===== src/rtl/clock_ctrl_pkg.sv =====
// clock_ctrl_pkg: shared state encoding and default widths for the run controller.
package clock_ctrl_pkg;
  localparam int CNT_W_DEF = 16;
  localparam int TOT_W_DEF = 32;
  typedef enum logic [1:0] {ST_IDLE, ST_RUN, ST_BURST, ST_STEP} state_e;
endpackage


===== src/rtl/edge_detect.sv =====
// edge_detect: rising-edge detector that needs a low sample after reset before it can fire.
module edge_detect (
  input  logic CLOCK,
  input  logic nRESET,
  input  logic IN,
  output logic RISE
);
  // armed_q means "IN was sampled low at the previous edge"; clearing it in reset
  // keeps a level held across reset release from looking like a fresh request.
  logic armed_q;
  always_ff @(posedge CLOCK or negedge nRESET)
    if (!nRESET) armed_q <= 1'b0;
    else armed_q <= ~IN;
  assign RISE = IN & armed_q;
endmodule


===== src/rtl/clock_run_ctrl.sv =====
// clock_run_ctrl: run/step/burst clock-enable controller with halt and enabled-cycle totals.
module clock_run_ctrl
  import clock_ctrl_pkg::*;
#(
  parameter int CNT_W = CNT_W_DEF,
  parameter int TOT_W = TOT_W_DEF
) (
  input  logic             CLOCK,
  input  logic             nRESET,
  input  logic             RUN,
  input  logic             STEP,
  input  logic             BURST,
  input  logic [CNT_W-1:0] CYCLES,
  input  logic             HALT,
  input  logic             HALT_REQ,
  output logic             ENABLE,
  output logic             RUNNING,
  output logic             DONE,
  output logic [CNT_W-1:0] REMAIN,
  output logic [TOT_W-1:0] TOTAL
);
  state_e state_q, state_d;
  logic [CNT_W-1:0] remain_q, remain_d;
  logic [TOT_W-1:0] total_q;
  logic enable_q, done_q, done_d;
  logic run_rise, step_rise, burst_rise;
  wire halt = HALT | HALT_REQ;
  edge_detect u_run   (.CLOCK(CLOCK), .nRESET(nRESET), .IN(RUN),   .RISE(run_rise));
  edge_detect u_step  (.CLOCK(CLOCK), .nRESET(nRESET), .IN(STEP),  .RISE(step_rise));
  edge_detect u_burst (.CLOCK(CLOCK), .nRESET(nRESET), .IN(BURST), .RISE(burst_rise));
  // Requests are only looked at in IDLE, so edges seen while busy are simply lost.
  always_comb begin
    state_d  = state_q;
    remain_d = remain_q;
    done_d   = 1'b0;
    case (state_q)
      ST_IDLE:
        if (!halt) begin
          if (step_rise) state_d = ST_STEP;
          else if (burst_rise) begin
            if (CYCLES == '0) done_d = 1'b1;
            else begin
              state_d  = ST_BURST;
              remain_d = CYCLES;
            end
          end else if (run_rise) state_d = ST_RUN;
        end
      ST_STEP: begin
        state_d = ST_IDLE;
        done_d  = 1'b1;
      end
      ST_RUN:
        if (halt) begin
          state_d = ST_IDLE;
          done_d  = 1'b1;
        end
      ST_BURST:
        if (halt) begin
          state_d  = ST_IDLE;
          remain_d = '0;
          done_d   = 1'b1;
        end else begin
          remain_d = remain_q - CNT_W'(1);
          state_d  = (remain_q == CNT_W'(1)) ? ST_IDLE : ST_BURST;
          done_d   = (remain_q == CNT_W'(1));
        end
      default: state_d = ST_IDLE;
    endcase
  end
  always_ff @(posedge CLOCK or negedge nRESET)
    if (!nRESET) begin
      state_q  <= ST_IDLE;
      remain_q <= '0;
      total_q  <= '0;
      enable_q <= 1'b0;
      done_q   <= 1'b0;
    end else begin
      state_q  <= state_d;
      remain_q <= remain_d;
      total_q  <= total_q + TOT_W'(enable_q);
      enable_q <= (state_d != ST_IDLE);
      done_q   <= done_d;
    end
  assign ENABLE  = enable_q;
  assign RUNNING = (state_q != ST_IDLE);
  assign DONE    = done_q;
  assign REMAIN  = remain_q;
  assign TOTAL   = total_q;
endmodule


===== config.mk =====
export PLATFORM = sky130hd
export DESIGN_NAME = clock_run_ctrl
export DESIGN_NICKNAME = d
export VERILOG_FILES = /design/src/rtl/clock_ctrl_pkg.sv /design/src/rtl/edge_detect.sv /design/src/rtl/clock_run_ctrl.sv
export SDC_FILE = /design/constraint.sdc
export NUM_CORES = 1
export LEC_CHECK = 0
export BUFFER_PORTS_ARGS = -buffer_cell sky130_fd_sc_hd__buf_2
export CAP_MARGIN = 5
export CELL_PAD_IN_SITES_DETAIL_PLACEMENT = 2
export CELL_PAD_IN_SITES_GLOBAL_PLACEMENT = 2
export CORE_UTILIZATION = 32
export CTS_BUF_LIST = sky130_fd_sc_hd__clkbuf_16
export DETAILED_ROUTE_END_ITERATION = 10
export GPL_ROUTABILITY_DRIVEN = 0
export GPL_TIMING_DRIVEN = 0
export HOLD_SLACK_MARGIN = 0.02
export PLACE_DENSITY_LB_ADDON = 0.2
export RECOVER_POWER = 100
export SLEW_MARGIN = 40
export SYNTH_ARGS = -nofsm -noshare
export SYNTH_HDL_FRONTEND = slang
export SYNTH_HIERARCHICAL = 1
export SYNTH_SLANG_ARGS = --single-unit

===== constraint.sdc =====
create_clock -name CLOCK -period 2.6 [get_ports CLOCK]
set_clock_uncertainty 0.15 [all_clocks]
set_input_delay 0.26 -clock CLOCK [delete_from_list [all_inputs] [get_ports CLOCK]]
set_output_delay 0.26 -clock CLOCK [all_outputs]
set_load 0.005 [all_outputs]

==> results.tsv, run 1 <==
stage	metric	value	unit
status	status	completed	
global_route	grt_pass1_vias	2817	
critical_path	worstSetupPathType	flip-flop to flip-flop	
worst_hold_path	hp-class	input port to flip-flop	
synth	ys_ff_latch	55	
job	cap_viol_max_count	0	
synth	synth-edff-count	0	
clock_network	clkTransAtPathRegs	0.07	ns
synth	synth_common_cells	dfrtp_1 (55), nand2_1 (21), xnor2_1 (18)	
sta	finalHoldViolations	0	
critical_path	r2r_start	u_burst/armed_q	
synth	synth_fp_nets	313	
floorplan	initial_core_util	33.0	%
synth	synth_warnings	6	
sta	tightest_slew	1.24	ns
clock_network	cts.sinks	55	
finish	fillCellCount	994	
synth	synth_ff_type	dfrtp_1	
finish	fin_nets	400	
drt	via_per_inst	5.49	
clock_network	h-tree-depth	2	
global_route	grt_first_pass_wirelength	14.8	mm
finish	area_growth	24.6	%
synth	synth.avg_cell_area	10.1	sq um
global_route	grtUsageTotal	19.7	%
drt	antenna_left	0	
power_and_ir_drop	power-per-cell-area	678	mW/mm^2
critical_path	cp-startpoint	u_burst/armed_q	
global_route	grt_max_degree	56	
finish	seq_area	0.00138	sq mm
power_and_ir_drop	p_leak	1.71	nW
sta	fin_ws	0.120	ns
critical_path	cp.required	2.59	ns
sta	setup_viol	0	
sta	rsz0062_at_grt	false	
clock_network	clockBufferDepth	2	
placement	place_ws	-0.157	ns
floorplan	ios	74	
clock_network	ctsRootBufferMaster	clkbuf_16	
critical_path	worstSetupEndpointType	flip-flop	
synth	yosysTopAreaCell	dfrtp_1	
clock_network	cts-buffers-inserted	5	
power_and_ir_drop	power	2.43	mW
drt	drtIter0Drc	78	
synth	yosysTopAreaCellShare	47.8	%
worst_hold_path	worstHoldStart	CYCLES[9]	
finish	diodes	0	
sta	min_period	2.48	ns
finish	fin_cells	482	
finish	fin_util	41.2	%
floorplan	fp.dieH	96.9	um
critical_path	path_max_fanout	9	
placement	portBuffers	73	
clock_network	insertion_delay	0.29	ns
sta	fin_crit_sh	95.4	%
critical_path	cp-start-kind	flip-flop	
sta	fmax	403	MHz
critical_path	arrival	2.47	ns
placement	place_hpwl	6.51	mm
drt	drc_errors	0	
clock_network	cts_tree	done	
sta	relSlewSlack	17.5	%
drt	drt_wl_total	8.82	mm
global_route	overflow	0	
synth	synthDistinctLibCells	44	
sta	slew_viol_final	0	
power_and_ir_drop	vdd_ir_drop_max	0.000250	V
sta	finalSetupTns	0	ns
synth	synth_area	0.00288	sq mm
synth	netlist_instances	286	
synth	seq_area_frac_synth	47.8	%
synth	synth_area_leaders	dfrtp_1 (48%), xnor2_1 (5.5%), xor2_1 (4.6%)	
finish	multiInputGateArea	0.00145	sq mm
global_route	antenna_found_initial	0	
drt	dr_total_vias	2646	
placement	place_inst	467	
finish	layout-drive-gt1-share	21.4	%
drt	wire_per_inst	18.3	um
floorplan	core	0.00872	sq mm
drt	drt_pass1_iterations	4	
synth	yosysMostFrequentCell	dfrtp_1	
floorplan	dieArea	0.00939	sq mm
floorplan	die_x	96.9	um
synth	async_flop_share	100	%
floorplan	fp-row-count	34	
## per-stage QoR
| stage | hold WS [ns] | area (sq um) |
|---|---|---|
| global placement | 0.266 | 3380 |
| floorplan | -0.186 | 2880 |
| CTS | 0.0612 | 3590 |
| global route | 0.0809 | 3590 |
| detailed placement | 0.232 | 3400 |
| finish | 0.0685 | 3590 |
## report_power, final
group	switching, mW	leakage, nW	internal [mW]
registers	0.180	0.734	0.973
clock network	0.316	0.0710	0.353
logic	0.336	0.907	0.276
total	0.831	1.71	1.60
## final cells by class
cell class	instances	area share, %
Multi-Input combinational cell	210	40.3
Sequential cell	55	38.3
Timing Repair Buffer	80	11.4
Tap cell	108	3.76
Clock buffer	5	3.49
Buffer	11	1.19
Inverter	10	1.05
Clock inverter	3	0.453
## repair_timing
| item | CTS | global route |
|---|---|---|
| buffers inserted | 0 | 2 |
| endpoints found under the hold margin | 58 | 0 |
| hold buffers | 4 | 0 |
| gates cloned | 0 | 0 |
| setup endpoints to repair | 7 | 5 |
| pin swaps | 0 | 1 |
| resized for setup | 2 | 0 |
## sequential cells by signal (all words and copies together) (netlist names)
signal / flops
DONE: 1
ENABLE: 1
REMAIN: 16
TOTAL: 32
state_q: 2
u_burst/armed_q: 1
u_run/armed_q: 1
u_step/armed_q: 1
## kinds of logic (layout without fill, tap and decap cells)
kind of cell | Yosys count | count (layout) | synth area share (%)
fa+ha+maj | 4 | 4 | 1.74
flops | 55 | 55 | 47.8
simple gates | 126 | 126 | 25.1
xor+xnor | 33 | 33 | 10.0
buf+inv | 21 | 109 | 2.78
compound gates | 47 | 47 | 12.6
## layout by cell type, fill, tap and decap left out, types with 6 or more instances in the layout
cell	count
buf_2	60
dfrtp_1	55
clkbuf_1	24
nand2_1	21
xnor2_1	18
xor2_1	15
nand3_1	14
nor2_1	14
inv_1	11
and3_1	10
nor3_1	10
nand4_1	9
nor4_1	8
a21oi_1	8
and4_1	7
or3_1	7
o21ai_0	6
a221o_1	6
## metal layers
layer  track usage (%)  vias up  part of all wire, %
li1                  -     1241                    -
met1              25.3     1328                   44
met2              34.3       65                   51
met3              2.89       12                  3.6
met4              5.40        0                  1.8
met5                 0        -                    0
## worst max-delay path: stages, from the launching register on
cell      delay, ns
dfrtp_1        0.32
and2_0         0.23
or4b_1         0.55
or3_1          0.40
nor2_2         0.45
o221ai_1       0.22
## final timing paths
path                             end  depth (start not counted)  slack (ns)
hold reg to reg            TOTAL[31]                          1        0.31
min in group asynchronous   TOTAL[8]                          2        0.60
setup reg to reg           REMAIN[0]                          5        0.12
max in group asynchronous  REMAIN[0]                          3        0.48
setup / recovery           REMAIN[0]                          5        0.12
hold / removal             REMAIN[9]                          2        0.07
No activity file was read; power rests on OpenSTA's default activity.
==> run 2: changes to the inputs <==
clock period = 2.35 ns   (was 2.6 ns; I/O delays follow)
==> run 2 against run 1 <==
The run now ends with setup timing left; critical path depth shrank 1; critical endpoint is now REMAIN[15]; worst hold slack lost 0.024 ns; maximum frequency grew 5.2%; sequential share of layout area shrank 0.77 points; largest cell class unchanged.
==> results.tsv, run 2 (same netlist as run 1, synthesis figures left out) <==
stage	metric	value	unit	change
clock_network	clockBufferDepth	2		unchanged
status	status	finished, violations left		
floorplan	ios	74		unchanged
global_route	met2_usage	33.3	%	-0.98 points
finish	area_growth	27.8	%	
finish	layout-drive-gt1-share	28.9	%	+7.5 points
sta	rsz0062_at_grt	true		
sta	min_period	2.36	ns	-0.123 ns
floorplan	fp.dieH	96.9	um	unchanged
floorplan	dieArea	0.00939	sq mm	unchanged
critical_path	path_common_cell	or4_4		
global_route	grt_max_degree	56		unchanged
sta	finalSetupTns	-0.00780	ns	-0.00780 ns
critical_path	max_stage_delay	0.56	ns	about the same
clock_network	insertion_delay	0.29	ns	about the same
global_route	grt_first_pass_wirelength	14.8	mm	+0.23%
critical_path	cp-start-kind	flip-flop		
worst_hold_path	hp-class	input port to flip-flop		
global_route	grt_pass1_vias	2832		+0.53%
sta	fmax	424	MHz	+5.2%
drt	dr_total_vias	2645		-0.038%
finish	fin_cells	482		unchanged
critical_path	r2r_start	REMAIN[12]		
placement	dpl-instance-area	0.00340	sq mm	unchanged
drt	antenna_left	0		unchanged
global_route	grt.busiest_layer	met2		
placement	place_hpwl	6.51	mm	unchanged
finish	final_area	0.00368	sq mm	+2.6%
critical_path	crit_cells	4		-1
placement	portBuffers	73		unchanged
drt	drtIter0Drc	77		-1.3%
finish	diodes	0		unchanged
critical_path	cp.required	2.41	ns	-0.18 ns
critical_path	worstSetupPathType	flip-flop to flip-flop		
finish	fin_util	42.2	%	+1.1 points
critical_path	r2r_end	REMAIN[15]		
critical_path	r2r_slack	-0.008	ns	-0.13 ns
critical_path	slowest_stage	or4_4		
power_and_ir_drop	power-per-cell-area	751	mW/mm^2	+11%
sta	fin_ws	-0.00780	ns	-0.127 ns
floorplan	initial_core_util	33.0	%	unchanged
drt	wire_per_inst	18.4	um	+0.41%
critical_path	worstSetupEndpointType	flip-flop		
clock_network	ctsRootBufferMaster	clkbuf_16		
critical_path	arrival	2.42	ns	-0.05 ns
critical_path	cp-endpoint	REMAIN[15]		
clock_network	cts-buffers-inserted	5		unchanged
global_route	grtUsageTotal	19.8	%	+0.12 points
finish	mostFrequentLayoutCell	buf_2		
global_route	antenna_found_initial	0		unchanged
drt	drc_errors	0		unchanged
floorplan	fp-row-count	34		unchanged
power_and_ir_drop	vdd_ir_drop_max	0.000283	V	+13%
critical_path	path_cells	or4_4 -> or4_4 -> o41a_1 -> o221ai_2		
sta	slew_viol_final	0		unchanged
clock_network	cts_tree	done		
finish	largest_reg_flops	32		unchanged
finish	final_cell_mix	buf_2 (68), dfrtp_1 (49), nand2_1 (21)		
drt	drt_wl_total	8.86	mm	+0.41%
sta	finalHoldViolations	0		unchanged
global_route	grt_use_met1	25.6	%	+0.32 points
global_route	overflow	0		unchanged
status	failed_checks	setup timing		
global_route	met3_usage	2.89	%	unchanged
floorplan	core	0.00872	sq mm	unchanged
critical_path	critPathTopFamily	simple AND/OR/NAND/NOR gates		
clock_network	cts.sinks	55		unchanged
drt	via_per_inst	5.49		about the same
clock_network	h-tree-depth	2		unchanged
finish	fin_nets	400		unchanged
sta	tightest_slew	1.33	ns	+0.0917 ns
floorplan	die_x	96.9	um	unchanged
critical_path	path_buf_inv	0		unchanged
critical_path	path_max_fanout	7		-2
finish	fillCellCount	971		-2.3%
critical_path	worstRegToRegCells	4		-1
job	cap_viol_max_count	0		unchanged
sta	relSlewSlack	11.4	%	-6.1 points
clock_network	clkTransAtPathRegs	0.07	ns	about the same
sta	fin_crit_sh	100	%	+4.9 points
placement	place_inst	467		unchanged
drt	drt_pass1_iterations	4		unchanged
power_and_ir_drop	p_leak	1.78	nW	+4.2%
sta	setup_viol	1		+1
critical_path	cp-startpoint	REMAIN[12]		
-- run 2: cell count changes in the layout (fill, tap and decap cells not counted), sizes merged --
cell	change
buf	+13
clkbuf	-13
-- run 2: report_power, final --
group / internal (mW) / switching [mW]
clock: 0.391 / 0.352
combinational: 0.354 / 0.390
sequential: 1.08 / 0.199
total: 1.83 / 0.941
-- run 2: metrics by stage --
step,power (mW),setup slack (ns),hold slack [ns]
after floorplan,1.64,0.0537,-0.211
after global placement,1.96,-0.340,0.241
after detailed placement,1.98,-0.382,0.207
after CTS,2.78,-0.0800,0.0362
after global routing,2.94,-0.0660,0.0558
final,2.77,-0.00780,0.0440
-- run 2: per-layer routing --
layer / vias to the layer above / share of wire [%]
met2: 62 / 50
met5: - / 0
met4: 0 / 1.9
li1: 1235 / -
met3: 11 / 3.4
met1: 1337 / 44
-- run 2: timing repair --
action | CTS | global route
gates cloned | 0 | 0
setup endpoints to repair | 21 | 16
buffers inserted | 2 | 3
pin swaps | 1 | 2
gates resized for setup | 12 | 15
hold buffers | 4 | 0
hold endpoints to repair | 58 | 0
-- run 2: layout make-up --
class	count	area (sq um)	area share [%]
clock buffer	5	125	3.40
sequential	55	1380	37.6
buffer	8	36.3	0.985
clock inverter	3	16.3	0.442
tap	108	135	3.67
inverter	10	37.5	1.02
timing repair buffer	83	457	12.4
multi-input combinational	210	1490	40.5
-- run 2: worst min path at each step --
stage                      endpoint  depth (start not counted)  startpoint  slack, ns
floorplan                      DONE                          0      nRESET      -0.21
global placement    u_burst/armed_q                          2       BURST       0.24
detailed placement         TOTAL[7]                          1      nRESET       0.21
CTS                       REMAIN[9]                          2   CYCLES[9]       0.04
global route              REMAIN[9]                          2   CYCLES[9]       0.06
finish                    REMAIN[9]                          2   CYCLES[9]       0.04
==> run 3: changes to the inputs <==
CORE_ASPECT_RATIO = 0.75   (was not set)
==> run 3 against run 2 <==
The run ends with DRC left; die area about the same; sequential power about the same; power up 3.0%; largest power group unchanged.
==> results.tsv, run 3 (same netlist as run 1, synthesis figures left out) <==
stage	metric	value	unit	change
global_route	grt_pass1_vias	2827		-0.18%
placement	portBuffers	73		unchanged
critical_path	cp.required	2.42	ns	about the same
power_and_ir_drop	clkPwrFrac	26.3	%	-0.5 points
floorplan	initial_core_util	33.5	%	+0.47 points
floorplan	die_x	112	um	+15%
global_route	grt_first_pass_wirelength	15.6	mm	+5.3%
job	cap_viol_max_count	0		unchanged
drt	drtIter0Drc	174		+130%
floorplan	ios	74		unchanged
sta	rsz0062_at_grt	true		
floorplan	core	0.00860	sq mm	-1.4%
sta	slew_viol_final	0		unchanged
drt	via_per_inst	5.53		+0.83%
sta	relSlewSlack	5.81	%	-5.6 points
clock_network	cts_tree	done		
worst_hold_path	worstHoldStart	CYCLES[5]		
sta	min_period	2.33	ns	-0.0304 ns
status	failed_checks	DRC		
critical_path	r2r_end	REMAIN[15]		
finish	mostFrequentLayoutCell	buf_2		
power_and_ir_drop	vdd_ir_drop_max	0.000246	V	-13%
global_route	grt_max_degree	56		unchanged
drt	drt_wl_total	9.55	mm	+7.8%
placement	place_hpwl	7.04	mm	+8.2%
power_and_ir_drop	p_seq_share	45.1	%	-1.2 points
drt	dr_total_vias	2667		+0.83%
floorplan	fp-row-count	29		-15%
drt	antenna_left	0		unchanged
status	status	finished, violations left		
critical_path	worstRegToRegCells	5		+1
clock_network	cts.sinks	55		unchanged
critical_path	r2r_start	REMAIN[7]		
critical_path	worstSetupPathType	flip-flop to flip-flop		
global_route	grtUsageTotal	21.3	%	+1.5 points
sta	setup_viol	0		-1
finish	area_growth	27.4	%	
worst_hold_path	min_to	REMAIN[5]		
power_and_ir_drop	p_leak	1.74	nW	-2.4%
sta	fmax	430	MHz	+1.3%
sta	hold_slack	0.0346	ns	-0.00946 ns
finish	largest_reg_flops	32		unchanged
clock_network	clockBufferDepth	2		unchanged
critical_path	r2r_slack	0.02	ns	+0.03 ns
drt	wire_per_inst	19.8	um	+7.8%
worst_hold_path	hp-class	input port to flip-flop		
floorplan	dieArea	0.00939	sq mm	about the same
clock_network	clkTransAtPathRegs	0.07	ns	about the same
clock_network	insertion_delay	0.30	ns	about the same
sta	fin_ws	0.0226	ns	+0.0304 ns
floorplan	fp.dieH	84.2	um	-13%
critical_path	cp-start-kind	flip-flop		
finish	diodes	0		unchanged
critical_path	path_max_fanout	3		-4
sta	finalHoldViolations	0		unchanged
clock_network	cts-buffers-inserted	5		unchanged
finish	layout-drive-gt1-share	26.5	%	-2.4 points
critical_path	worstSetupEndpointType	flip-flop		
power_and_ir_drop	intPower	1.85	mW	+1.3%
power_and_ir_drop	swShare	35.1	%	+1.1 points
drt	drc_errors	3		+3
power_and_ir_drop	p_comb_share	28.6	%	+1.7 points
global_route	antenna_found_initial	0		unchanged
clock_network	h-tree-depth	2		unchanged
drt	drt_pass1_iterations	7		+3
power_and_ir_drop	power-per-cell-area	777	mW/mm^2	+3.4%
finish	final_cell_mix	buf_2 (58), dfrtp_1 (50), nand2_1 (21)		
clock_network	ctsRootBufferMaster	clkbuf_16		
sta	tightest_slew	1.41	ns	+0.0833 ns
finish	fin_nets	400		unchanged
placement	place_ws	-0.462	ns	-0.0803 ns
power_and_ir_drop	power.switching	1.00	mW	+6.5%
critical_path	arrival	2.39	ns	-0.03 ns
global_route	overflow	0		unchanged
worst_hold_path	min_path_cells	2		unchanged
sta	fin_crit_sh	99.0	%	-1.3 points
## run 3: timing repair
item,4_1_cts,5_1_grt
hold buffers,4,0
setup endpoints to repair,21,19
pin swaps,1,1
endpoints found under the hold margin,58,0
resized for setup,12,12
setup buffers,4,2
## run 3: critical path, stage by stage, from the launching register on
cell	delay, ns
dfrtp_2	0.42
or4_4	0.51
buf_6	0.14
or4_4	0.52
o41a_1	0.34
o221ai_2	0.16
## run 3: final cells by class
| class | count | area, sq um |
|---|---|---|
| timing repair buffer | 83 | 433 |
| clock buffer | 5 | 125 |
| buffer | 8 | 40.0 |
| sequential | 55 | 1380 |
| fill | 949 | 4930 |
| clock inverter | 3 | 15.0 |
| tap | 108 | 135 |
| inverter | 10 | 37.5 |
| multi-input combinational | 210 | 1500 |
## run 3: how the worst max path moves through the flow
stage	to	cells after the start	start
3_3_place_gp	REMAIN[4]	7	BURST
5_1_grt	REMAIN[15]	5	REMAIN[10]
6_report	REMAIN[15]	5	REMAIN[7]
2_1_floorplan	REMAIN[15]	5	REMAIN[7]
3_5_place_dp	REMAIN[6]	7	BURST
4_1_cts	REMAIN[15]	5	REMAIN[7]
## run 3: metal layers
layer,GRT usage [%],share of wire [%],vias to the layer above
li1,-,-,1242
met1,30.2,49,1359
met2,34.4,46,60
met3,3.61,4.4,6
met4,4.30,0.59,0
met5,0,0,-
## run 3: per-stage QoR
step,cell area (sq um),total power [mW],TNS (ns),util [%],instances
3_3_place_gp,3380,1.97,-4.76,39.3,467
6_report,3670,2.85,0,42.7,482
4_1_cts,3640,2.85,0,42.4,482
5_1_grt,3670,3.00,-0.0387,42.7,482
3_5_place_dp,3400,2.02,-5.09,39.5,467
2_1_floorplan,2880,1.64,0,-,286
## run 3: power groups by stage
stage,Combinational [mW],Clock [mW],Sequential (mW)
after floorplan,0.385,0,1.26
after global placement,0.682,0,1.29
after detailed placement,0.719,0,1.30
after CTS,0.802,0.765,1.28
after global routing,0.888,0.801,1.32
final,0.817,0.750,1.29
